==> src/rtl/cnn_div_pkg.sv <==
// Shared constants and state type for the CNN 23s / 9s sequential divider.
package cnn_div_pkg;

  localparam int unsigned DIVIDEND_W = 23;
  localparam int unsigned DIVISOR_W  = 9;
  localparam int unsigned QUOT_W     = 14;

  localparam int QUOT_MAX = 8191;
  localparam int QUOT_MIN = -8192;

  localparam int unsigned CNT_W = $clog2(DIVIDEND_W);

  typedef enum logic [1:0] {IDLE, CALC, FIX, DONE} state_t;

endpackage

==> src/rtl/cnn_sdiv_sat_14s.sv <==
// Applies signs to the magnitude quotient/remainder and clamps the quotient to
// the signed QUOT_W range; also resolves the divide-by-zero result.
module cnn_sdiv_sat_14s #(
  parameter int unsigned DIVIDEND_W = 23,
  parameter int unsigned DIVISOR_W  = 9,
  parameter int unsigned QUOT_W     = 14
) (
  input  logic [DIVIDEND_W-1:0] q_mag,
  input  logic [DIVISOR_W-1:0]  r_mag,
  input  logic                  q_neg,
  input  logic                  r_neg,
  input  logic                  div_zero,
  output logic [QUOT_W-1:0]     q,
  output logic [DIVISOR_W-1:0]  r,
  output logic                  ovf
);

  localparam logic [DIVIDEND_W-1:0] POS_LIM = DIVIDEND_W'((2 ** (QUOT_W - 1)) - 1);
  localparam logic [DIVIDEND_W-1:0] NEG_LIM = DIVIDEND_W'(2 ** (QUOT_W - 1));
  localparam logic [QUOT_W-1:0]     Q_MAX   = {1'b0, {(QUOT_W - 1){1'b1}}};
  localparam logic [QUOT_W-1:0]     Q_MIN   = {1'b1, {(QUOT_W - 1){1'b0}}};

  always_comb begin
    q   = q_mag[QUOT_W-1:0];
    r   = r_mag;
    ovf = 1'b0;
    if (div_zero) begin
      // r_neg carries the dividend sign: saturate toward it
      q = r_neg ? Q_MIN : Q_MAX;
      r = '0;
    end else begin
      if (q_neg) begin
        if (q_mag > NEG_LIM) begin
          q   = Q_MIN;
          ovf = 1'b1;
        end else begin
          q = -q_mag[QUOT_W-1:0];
        end
      end else if (q_mag > POS_LIM) begin
        q   = Q_MAX;
        ovf = 1'b1;
      end
      if (r_neg) begin
        r = -r_mag;
      end
    end
  end

endmodule

==> src/rtl/cnn_sdiv_23s_9s_seq.sv <==
// Sequential restoring signed divider, one quotient bit per cycle, with an
// ap_ctrl_hs start/ready/idle/done handshake and a saturated 14-bit quotient.
module cnn_sdiv_23s_9s_seq #(
  parameter int unsigned DIVIDEND_W = 23,
  parameter int unsigned DIVISOR_W  = 9,
  parameter int unsigned QUOT_W     = 14
) (
  input  logic                  ap_clk,
  input  logic                  ap_rst,
  input  logic                  ap_start,
  output logic                  ap_ready,
  output logic                  ap_idle,
  output logic                  ap_done,
  input  logic [DIVIDEND_W-1:0] dividend,
  input  logic [DIVISOR_W-1:0]  divisor,
  output logic [QUOT_W-1:0]     quotient,
  output logic [DIVISOR_W-1:0]  remainder,
  output logic                  ovf,
  output logic                  dbz
);

  import cnn_div_pkg::*;

  localparam int unsigned CW = $clog2(DIVIDEND_W);

  state_t                state_q;
  logic [DIVIDEND_W-1:0] dq_q;      // dividend bits shift out, quotient bits shift in
  logic [DIVISOR_W-1:0]  prem_q;
  logic [DIVISOR_W-1:0]  dmag_q;
  logic [CW-1:0]         cnt_q;
  logic                  q_neg_q, r_neg_q, dz_q;
  logic                  done_q, idle_q;
  logic [QUOT_W-1:0]     quot_q;
  logic [DIVISOR_W-1:0]  rem_q;
  logic                  ovf_q, dbz_q;

  logic [DIVIDEND_W-1:0] dvd_abs;
  logic [DIVISOR_W-1:0]  dvs_abs;
  logic [DIVISOR_W:0]    prem_shift, diff;
  logic                  fits;
  logic [QUOT_W-1:0]     sat_q;
  logic [DIVISOR_W-1:0]  sat_r;
  logic                  sat_ovf;

  assign dvd_abs = dividend[DIVIDEND_W-1] ? (~dividend + 1'b1) : dividend;
  assign dvs_abs = divisor[DIVISOR_W-1] ? (~divisor + 1'b1) : divisor;

  // Restoring step: a negative trial difference means the divisor did not fit
  assign prem_shift = {prem_q, dq_q[DIVIDEND_W-1]};
  assign diff       = prem_shift - {1'b0, dmag_q};
  assign fits       = ~diff[DIVISOR_W];

  cnn_sdiv_sat_14s #(
    .DIVIDEND_W(DIVIDEND_W),
    .DIVISOR_W (DIVISOR_W),
    .QUOT_W    (QUOT_W)
  ) u_sat (
    .q_mag   (dq_q),
    .r_mag   (prem_q),
    .q_neg   (q_neg_q),
    .r_neg   (r_neg_q),
    .div_zero(dz_q),
    .q       (sat_q),
    .r       (sat_r),
    .ovf     (sat_ovf)
  );

  always_ff @(posedge ap_clk) begin
    if (ap_rst) begin
      state_q <= IDLE;
      dq_q    <= '0;
      prem_q  <= '0;
      dmag_q  <= '0;
      cnt_q   <= '0;
      q_neg_q <= 1'b0;
      r_neg_q <= 1'b0;
      dz_q    <= 1'b0;
      done_q  <= 1'b0;
      idle_q  <= 1'b1;
      quot_q  <= '0;
      rem_q   <= '0;
      ovf_q   <= 1'b0;
      dbz_q   <= 1'b0;
    end else begin
      done_q <= 1'b0;
      unique case (state_q)
        IDLE: begin
          if (ap_start) begin
            dq_q    <= dvd_abs;
            dmag_q  <= dvs_abs;
            q_neg_q <= dividend[DIVIDEND_W-1] ^ divisor[DIVISOR_W-1];
            r_neg_q <= dividend[DIVIDEND_W-1];
            dz_q    <= (divisor == '0);
            prem_q  <= '0;
            cnt_q   <= CW'(DIVIDEND_W - 1);
            idle_q  <= 1'b0;
            state_q <= CALC;
          end
        end
        CALC: begin
          dq_q   <= {dq_q[DIVIDEND_W-2:0], fits};
          prem_q <= fits ? diff[DIVISOR_W-1:0] : prem_shift[DIVISOR_W-1:0];
          cnt_q  <= cnt_q - 1'b1;
          if (cnt_q == '0) begin
            state_q <= FIX;
          end
        end
        FIX: begin
          quot_q  <= sat_q;
          rem_q   <= sat_r;
          ovf_q   <= sat_ovf;
          dbz_q   <= dz_q;
          done_q  <= 1'b1;
          state_q <= DONE;
        end
        DONE: begin
          idle_q  <= 1'b1;
          state_q <= IDLE;
        end
        default: state_q <= IDLE;
      endcase
    end
  end

  assign ap_ready  = idle_q & ap_start & ~ap_rst;
  assign ap_idle   = idle_q;
  assign ap_done   = done_q;
  assign quotient  = quot_q;
  assign remainder = rem_q;
  assign ovf       = ovf_q;
  assign dbz       = dbz_q;

endmodule

==> config.mk <==
export PLATFORM = sky130hd
export DESIGN_NAME = cnn_sdiv_23s_9s_seq
export DESIGN_NICKNAME = d
export VERILOG_FILES = /design/src/rtl/cnn_div_pkg.sv /design/src/rtl/cnn_sdiv_sat_14s.sv /design/src/rtl/cnn_sdiv_23s_9s_seq.sv
export SDC_FILE = /design/constraint.sdc
export NUM_CORES = 1
export LEC_CHECK = 0
export BUFFER_PORTS_ARGS = -buffer_cell sky130_fd_sc_hd__buf_2
export CAP_MARGIN = 0
export CORE_MARGIN = 2
export CORE_UTILIZATION = 30
export DETAILED_ROUTE_END_ITERATION = 12
export GPL_TIMING_DRIVEN = 1
export MAX_ROUTING_LAYER = met4
export PLACE_DENSITY = 0.55
export SLEW_MARGIN = 20
export SYNTH_ARGS = -nofsm -noshare
export SYNTH_HDL_FRONTEND = slang
export SYNTH_SLANG_ARGS = --single-unit
==> constraint.sdc <==
create_clock -name ap_clk -period 3.3 [get_ports ap_clk]
set_input_delay 0.33 -clock ap_clk [delete_from_list [all_inputs] [get_ports ap_clk]]
set_output_delay 0.33 -clock ap_clk [all_outputs]
set_load 0.01 [all_outputs]
# Yosys cells after proc, flatten, opt, wreduce, memory -nomap -nowiden

Index checks and enable logic that the tools add are counted.

Add/sub/neg operators: 6
Order comparisons: 2
Equality and inequality tests: 5
Multiplexer cells: 26
Bitwise logic cells: 7
Reduce and logical (&&, ||, !) cells: 9

Operators by type and width:

| kind                  | number |
|---|---|
| $mux 14               | 5 |
| $mux 23               | 2 |
| $pmux 23 s2           | 1 |
| $mux 9                | 5 |
| $add 23x1->23 const B | 1 |
| $gt 23x13->1 const B  | 1 |
| $gt 23x14->1 const B  | 1 |
| $not 23->23           | 1 |
| $pmux 9 s2            | 1 |
| $neg 14->14           | 1 |
| $pmux 5 s2            | 1 |
| $sub 10x9->10         | 1 |
| $add 9x1->9 const B   | 1 |
| $logic_not 9->1       | 1 |
| $neg 9->9             | 1 |
| $not 9->9             | 1 |
| $pmux 2 s4            | 1 |
| $reduce_and 2->1      | 4 |
| $mux 1                | 6 |
| $logic_not 5->1       | 1 |
| $mux 5                | 1 |
| $sub 5x1->5 const B   | 1 |
| $eq 2x2->1 const B    | 2 |
| $mux 2                | 2 |
| 8 further kinds       | 12 |

Register bits: 78
Input bits: 35
Output and inout bits: 28
Logic and storage cells: 69

# Longest topological paths before layout

Gate-level depths: netlist (run 1).

Word-level depth: 5
Gate-level depth with buffers: 10
Mapped depth without buffers: 10

# Hierarchy

Synthesis (run 1) repeated with hierarchy kept, for this count alone.

Cell total of the unflattened synthesis: 605
Area, all modules: 4964.8 um^2

Modules (own cells, without submodules):

| module              | times used | cells an instance | area each (um^2) | sequential area each (um^2) |
|---|---|---|---|---|
| cnn_sdiv_23s_9s_seq | 1          | 464               | 4072.7           | 1561.5 |
| cnn_sdiv_sat_14s    | 1          | 141               | 892.1            | 0.0 |

# Least setup slack after synthesis (run 1)

OpenSTA, ideal clock, no wires.

Path kind: flip-flop to flip-flop
From: reg dq_q[22]
To: reg prem_q[8]
Library setup time: 0.122 ns
Arrival time: 2.126 ns
Required time: 3.178 ns
Slack: 1.052 ns
Stages on the path, launching flop included: 11
Path buffers: 0
Period minus slack after synthesis: 2.248 ns
Path through: dfxtp_1 inv_1 ha_1 inv_1 fa_1 a21o_1 a221oi_1 nor4bb_1 a211oi_1 a211oi_1 a311o_1

Cells in the longest elaborated chain, start to end: 3

Ends and longest elaborated chain:

| element                | RTL line                   | text |
|---|---|---|
| from (decl)            | cnn_sdiv_23s_9s_seq.sv:27  | `logic [DIVIDEND_W-1:0] dq_q;` |
| from (signal assigned) | cnn_sdiv_23s_9s_seq.sv:89  | `dq_q <= dvd_abs;` |
| from (signal assigned) | cnn_sdiv_23s_9s_seq.sv:101 | `dq_q <= {dq_q[DIVIDEND_W-2:0], fits};` |
| $sub 10x9->10          | cnn_sdiv_23s_9s_seq.sv:50  | `assign diff = prem_shift - {1'b0, dmag_q};` |
| $mux 9                 | cnn_sdiv_23s_9s_seq.sv:102 | `prem_q <= fits ? diff[DIVISOR_W-1:0] : prem_shift[DIVISOR_W-1:0];` |
| $pmux 9 s2             | cnn_sdiv_23s_9s_seq.sv:86  | `unique case (state_q)` |
| to (signal assigned)   | cnn_sdiv_23s_9s_seq.sv:102 |  |
| to (decl)              | cnn_sdiv_23s_9s_seq.sv:28  | `logic [DIVISOR_W-1:0] prem_q;` |

No other way between the ends.
A chain may end at the register's enable or synchronous reset.

# Worst setup path in the final report (run 1)

Ends and elaborated chain as after synthesis.

==> summary.md, run 1 <==
| Metric | Value |
|---|---|
| Core Region | `16600 µm²` |
| YS warnings | `0` |
| Gp weighted congestion | `0.821` |
| Reg-to-Reg Start | `dq_q[22]$_SDFFE_PP0P_` |
| Hold/Removal Path Class | `in -> reg` |
| Util after Layout | `about a third` |
| CP Class | `reg -> reg` |
| Fin. Hold Viols | `0` |
| Synthesis-stage register bit count | `78` |
| Post-Route WL | `13.2 mm` |
| Port Buffers | `62` |
| Worst Skew | `0.00414 ns` |
| Synth Area per Inst | `~7.7 µm²` |
| Final min period | `2.61 ns` |
| Die Span Y | `134 µm` |
| Initial antenna violation count | `0` |
| FMAX | `383 MHz` |
| Initial core utilization | `30.6%` |
| Critical path launch point type | `flop` |
| Hpwl dp | `9.74 mm` |
| Number of library cell types mapped by synthesis | `69` |
| Number of setup violations in the final report | `0` |
| Cell taking the most area after synthesis | `dfxtp_1` |
| CP delay by family, top | `compound AO/OA/AOI/OAI gates` |
| Synthesized instance count | `660` |
| CTS Sinks | `slightly below 80` |
| R2R Setup Slk | `0.69 ns` |
| Synth Cell Area | `5080 µm²` |
| Largest net degree at the start of global routing | `44` |
| Most common library cells after synthesis | `78 x dfxtp_1, 66 x nor2_1, 61 x nand2_1` |
| RSZ-0062 raised after global routing | `no` |
| Die area | `18000 µm²` |
| Slew Limit Headroom | `43.9%` |
| Largest stage delay, worst path | `0.49 ns` |
| Global route overflow | `0` |
| First-pass DRT Iterations | `5` |
| Post-CTS Resized | `0` |
| First-pass GRT wire length | `21.7 mm` |
| Period utilization | `79.0%` |
| Max_cap viols | `0` |
| Inserted Diodes | `0` |
| Vias in the first global route | `4224` |
| Dpl cell area | `5570 µm²` |
| Post-layout nets | `755` |
| Vias per std cell | `5.15` |
| Residual DRC count | `0` |
| Crit Path Max Fanout | `3` |
| Syn nets | `716` |
| Crit. path cell count | `10` |
| Num rows | `47` |
| Buffers & Inverters on Critical Path | `2` |
| Worst setup startpoint | `dq_q[22]$_SDFFE_PP0P_` |
| Clk Tree Root Cell | `clkbuf_16` |
| Crit. End Element | `flop` |
| CTS tree | `built` |
| Slowest cell on the critical path | `a221oi_1` |
| Sequential fraction of the synthesis area | `30.7%` |
| CTS max path bufs | `2` |
| R2R depth | `10` |
| Count leader, synth | `dfxtp_1` |
| WP data arrival | `approximately 2.8 ns` |
| H-Tree Level Count | `3` |
| Clk slew on worst S/H paths | `~0.060 ns` |
| Number of synthesized flops with an enable pin | `0` |
| Die width | `134 µm` |
| Pwr/cell area | `around 870 nW/µm²` |
| # hold bufs at CTS | `0` |
| Worst hold slack | `0.278 ns` |
| Peak supply drop | `0.000362 V` |
| Crit path cell chain | `inv_1, ha_1, inv_1, fa_1, a21o_1, a221oi_1, nor4bb_1, a211oi_1, a211oi_1, a311o_1` |
| Vias | `4744` |
| Initial DRC Count | `413` |
| # Post-CTS Setup Buffers | `0` |
| Number of top-level pins | `63` |
| Clk_lat worst skew | `0.34 ns` |
| TNS Setup | `0 ns` |
| Top cells by area, synth | `dfxtp_1 31%, o21ai_0 5.3%, ha_1 4.9%` |
| Leak Pwr | `2.21 nW` |
| Num CTS Buffers | `9` |
| DR WL/cell | `about 14 µm` |
| Final-report max-slew violation count | `0` |
| Ratio of cells with drive above 1 in the final layout | `15.1%` |
| GRT Util Overall | `15.2%` |
| Worst R2R End | `prem_q[8]$_SDFFE_PP0P_` |
| Ys flop type | `dfxtp_1` |
| Critical path endpoint | `prem_q[8]$_SDFFE_PP0P_` |
| Finished Cell Area | `slightly below 6000 µm²` |
| Req. time, crit path | `approximately 3.5 ns` |
| Worst Max-Slew Pin Slew | `0.842 ns` |
| Outcome | `finished, final reports clean` |
| Top cell type's share of synthesized area | `30.7%` |
| Post-route antenna net violation count | `0` |
| Layout area overhead | `14.8%` |
| Async S/R FF share, synth | `0%` |
## cells in the final DEF, fill, tap and decap left out, types with 4 or more instances in the layout
cell        n
nor4_1      9
nor3_1     19
o211ai_1    7
a21boi_0    4
xor2_1     16
buf_2      62
o21ai_0    54
nand4_1     9
xnor2_1    25
nand2b_1    9
or4_1       5
buf_4       9
nand3b_1    8
a31oi_1     7
o31ai_1     7
inv_1      25
or3_1       9
mux2i_1     7
o21ai_1     4
a311oi_1    4
ha_1       20
nor2_1     66
o31a_1      5
a211oi_1   19
nand3_1    16
dfxtp_1    78
and2_1      4
clkbuf_16   9
a21oi_1    49
nand2_1    61
a22oi_1     8
## stage by stage
stage	instances	worst slack [ns]	power, mW
finish	922	0.692	5.08
CTS	922	0.702	5.10
floorplan	660	1.05	3.52
global placement	908	0.795	4.18
detailed placement	908	0.712	4.18
global route	922	0.583	5.52
## worst register-to-register path, stage by stage (launching register included)
cell and delay [ns]:
dfxtp_1 0.34, inv_1 0.10, ha_1 0.17, inv_1 0.05, fa_1 0.40, a21o_1 0.19
a221oi_1 0.49, nor4bb_1 0.12, a211oi_1 0.27, a211oi_1 0.09, a311o_1 0.28
## power by group
part | switching, mW | internal, mW | total (mW)
clock | 0.382 | 0.518 | 0.900
sequential | 0.375 | 1.23 | 1.61
combinational | 1.54 | 1.04 | 2.58
## logic make-up (layout without fill, tap and decap cells)
kind of cell             after synthesis  after routing  synth area share (%)
AND/OR/NAND/NOR                      242            242                  24.4
AO/OA/AOI/OAI                        200            200                  25.5
flip-flops                            78             78                  30.7
buffers and inverters                 70            112                  5.27
XOR/XNOR                              41             41                  7.07
adder cells (fa/ha/maj)               21             21                  5.32
multiplexers                           8              8                  1.60
## sequential cells by signal (all words and copies together) (netlist names), 2 cells and up
| register | count |
|---|---|
| cnt_q | 5 |
| dmag_q | 9 |
| dq_q | 23 |
| prem_q | 9 |
| quotient | 14 |
| remainder | 9 |
| state_q | 2 |
## routing by layer
metal | part of all wire (%) | global-route usage (%) | up-vias
met3 | 3.7 | 3.70 | 5
met5 | 0 | - | -
li1 | - | - | 2467
met1 | 53 | 21.7 | 2194
met4 | 0.55 | 3.16 | 0
met2 | 43 | 21.8 | 78
## layout make-up
class                           instances  area (µm²)
Tap cell                              220         275
Clock inverter                          4        25.0
Fill cell                            1777       10800
Clock buffer                           10         239
Timing Repair Buffer                   71         378
Sequential cell                        78        1560
Inverter                               27         101
Multi-Input combinational cell        512        3250
## how the worst min path moves through the flow
| stage | to | cells after the start | start |
|---|---|---|---|
| after global routing | dmag_q[0]$_SDFFE_PP0P_ | 3 | divisor[0] |
| after global placement | quotient[10]$_SDFFE_PP0P_ | 2 | quotient[10]$_SDFFE_PP0P_ |
| after floorplan | dq_q[18]$_SDFFE_PP0P_ | 2 | dq_q[18]$_SDFFE_PP0P_ |
| final | dmag_q[0]$_SDFFE_PP0P_ | 3 | divisor[0] |
| after detailed placement | remainder[5]$_SDFFE_PP0P_ | 2 | remainder[5]$_SDFFE_PP0P_ |
| after CTS | dmag_q[0]$_SDFFE_PP0P_ | 3 | divisor[0] |
No activity file was read; power rests on OpenSTA's default activity.
==> run 2: changes to the inputs <==
PLACE_DENSITY = 0.56   (was 0.55)
clock period = 2.2 ns   (was 3.3 ns; I/O delays follow)
==> run 2 against run 1 <==
  * Clock power is 86% higher
  * Wire length grew 4.5%
  * Sequential cell count unchanged
  * Cell count grew 5.9%
  * Non-clock buffer count up 52
  * Critical path depth did not move
  * Maximum frequency grew 22%
  * Sequential power rose by 39%
  * Setup slack got worse by 0.64 ns
  * Via count grew 4.4%
  * Critical endpoint unchanged
==> summary.md, run 2 (synthesized netlist as in run 1, its figures left out) <==
| Metric | Value |
|---|---|
| First-pass GRT wire length | `22.8 mm (was 21.7 mm)` |
| Critical path launch point type | `flop (unchanged)` |
| Clk slew on worst S/H paths | `0.06 ns (about the same)` |
| Worst hold start | `divisor[0] (unchanged)` |
| Ratio of cells with drive above 1 in the final layout | `23.0% (was 15.1%)` |
| Pwr/cell area | `1380 nW/µm² (was 872 nW/µm²)` |
| RSZ-0062 raised after global routing | `yes (was no)` |
| CTS Sinks | `78 (unchanged)` |
| Worst Skew | `0.00982 ns (was 0.00414 ns)` |
| CP Class | `reg -> reg (unchanged)` |
| Outcome | `finished, final reports clean (unchanged)` |
| Final-report max-slew violation count | `0 (unchanged)` |
| Crit Path Max Fanout | `2 (was 3)` |
| H-Tree Level Count | `3 (unchanged)` |
| CTS max path bufs | `2 (unchanged)` |
| Req. time, crit path | `2.44 ns (was 3.53 ns)` |
| Die area | `18000 µm² (unchanged)` |
| DR WL/cell | `14.1 µm (was 14.3 µm)` |
| Initial DRC Count | `361 (was 413)` |
| Biggest register | `dq_q (unchanged)` |
| Post-route antenna net violation count | `0 (unchanged)` |
| Slew Limit Headroom | `62.5% (was 43.9%)` |
| Core Region | `16600 µm² (unchanged)` |
| Post-Route WL | `13.8 mm (was 13.2 mm)` |
| Num CTS Buffers | `9 (unchanged)` |
| Dpl cell area | `5950 µm² (was 5570 µm²)` |
| Peak supply drop | `0.000472 V (was 0.000362 V)` |
| # hold bufs at CTS | `0 (unchanged)` |
| CP delay by family, top | `compound AO/OA/AOI/OAI gates (unchanged)` |
| Hold/Removal Path Class | `in -> reg (unchanged)` |
| Fin. Hold Viols | `0 (unchanged)` |
| Finished Cell Area | `6350 µm² (was 5830 µm²)` |
| Largest register FFs | `23 (unchanged)` |
| TNS Setup | `0 ns (unchanged)` |
| Vias in the first global route | `4488 (was 4224)` |
| WP data arrival | `2.38 ns (was 2.84 ns)` |
| Inserted Diodes | `0 (unchanged)` |
| Period utilization | `97.5% (was 79.0%)` |
| GRT Util Overall | `15.9% (was 15.2%)` |
| Hpwl dp | `10.4 mm (was 9.74 mm)` |
| Residual DRC count | `0 (unchanged)` |
| CTS tree | `built (unchanged)` |
| Gp weighted congestion | `0.839 (was 0.821)` |
| Port Buffers | `62 (unchanged)` |
| Vias per std cell | `5.07 (was 5.15)` |
| Initial core utilization | `30.6% (unchanged)` |
| Most common cell after layout, fill and taps aside | `dfxtp_1 (unchanged)` |
| Final min period | `2.14 ns (was 2.61 ns)` |
| Clk_lat worst skew | `0.35 ns (was 0.34 ns)` |
| Number of top-level pins | `63 (unchanged)` |
| Die width | `134 µm (unchanged)` |
| Slowest cell on the critical path | `fa_2 (was a221oi_1)` |
| Buffers & Inverters on Critical Path | `2 (unchanged)` |
| Largest net degree at the start of global routing | `45 (was 44)` |
| Reg-to-Reg Start | `dq_q[22]$_SDFFE_PP0P_ (unchanged)` |
| Largest stage delay, worst path | `0.33 ns (was 0.49 ns)` |
| Layout area overhead | `25.1% (was 14.8%)` |
| FMAX | `466 MHz (was 383 MHz)` |
| Die Span Y | `134 µm (unchanged)` |
| Global route overflow | `0 (unchanged)` |
| First-pass DRT Iterations | `5 (unchanged)` |
| Worst setup startpoint | `dq_q[22]$_SDFFE_PP0P_ (unchanged)` |
| Post-layout nets | `807 (was 755)` |
| Number of setup violations in the final report | `0 (unchanged)` |
| Initial antenna violation count | `0 (unchanged)` |
| Max_cap viols | `0 (unchanged)` |
| Leak Pwr | `2.51 nW (was 2.21 nW)` |
| Num rows | `47 (unchanged)` |
| Worst Max-Slew Pin Slew | `0.560 ns (was 0.842 ns)` |
| Crit path cell chain | `inv_2, ha_4, inv_2, fa_2, a21o_1, a221oi_2, nor4bb_1, a211oi_1, a211oi_1, a311o_1 (was inv_1, ha_1, inv_1, fa_1, a21o_1, a221oi_1, nor4bb_1, a211oi_1, a211oi_1, a311o_1)` |
| Clk Tree Root Cell | `clkbuf_16 (unchanged)` |
| Crit. End Element | `flop (unchanged)` |
| Commonest non-fill, non-tap cells in the layout | `77 x dfxtp_1, 66 x nor2_1, 62 x buf_2 (was 78 x dfxtp_1, 66 x nor2_1, 62 x buf_2)` |
| Vias | `4952 (was 4744)` |
## run 2: worst paths after layout
check | slack (ns) | cells after the start | end
min | 0.15 | 3 | dmag_q[0]$_SDFFE_PP0P_
min reg2reg | 0.46 | 1 | quotient[6]$_SDFFE_PP0P_
max | 0.06 | 10 | prem_q[8]$_SDFFE_PP0P_
max reg2reg | 0.06 | 10 | prem_q[8]$_SDFFE_PP0P_
## run 2: power breakdown
group          switching [mW]  leakage (nW)  total (mW)  internal (mW)
logic                    2.69          1.71        4.87           2.18
clock network           0.661         0.155        1.67           1.01
registers               0.398         0.639        2.24           1.85
## run 2: worst reg2reg max path, stage by stage, from the launching register on
cell and delay, ns:
dfxtp_2 0.32, inv_2 0.08, ha_4 0.14, inv_2 0.03, fa_2 0.33, a21o_1 0.19
a221oi_2 0.26, nor4bb_1 0.09, a211oi_1 0.23, a211oi_1 0.08, a311o_1 0.27
## run 2: stage by stage
stage / hold slack (ns) / util, % / std cells / setup WS (ns) / power [mW]
after detailed placement: 0.445 / 35.9 / 959 / -0.0283 / 6.97
after global placement: 0.440 / 35.9 / 959 / 0.0254 / 6.95
after floorplan: 0.356 / - / 660 / 0.00667 / 5.30
after global routing: 0.169 / 38.3 / 976 / -0.0482 / 9.52
final: 0.147 / 38.3 / 976 / 0.0553 / 8.78
after CTS: 0.135 / 38.0 / 976 / -0.0104 / 8.68
## run 2: metal layers
metal	track usage [%]	wire length (µm)	up-vias	part of all wire, %
met5	-	0	-	0
met4	3.57	105	0	0.76
met3	3.40	564	7	4.1
met2	22.8	5790	92	42
met1	23.0	7300	2282	53
li1	-	-	2571	-
## run 2: cell type report
type	count	area, µm²
Tap cell	220	275
Timing Repair Buffer	123	768
Fill cell	1791	10200
Multi-Input combinational cell	512	3310
Inverter	27	101
Clock buffer	9	225
Clock inverter	7	104
Sequential cell	78	1560
## run 2: timing repair
| item | in CTS | in global routing |
|---|---|---|
| endpoints found under the hold margin | 0 | 0 |
| pin swaps | 5 | 5 |
| gates resized for setup | 4 | 14 |
| setup endpoints to repair | 3 | 18 |
| buffers inserted | 1 | 0 |
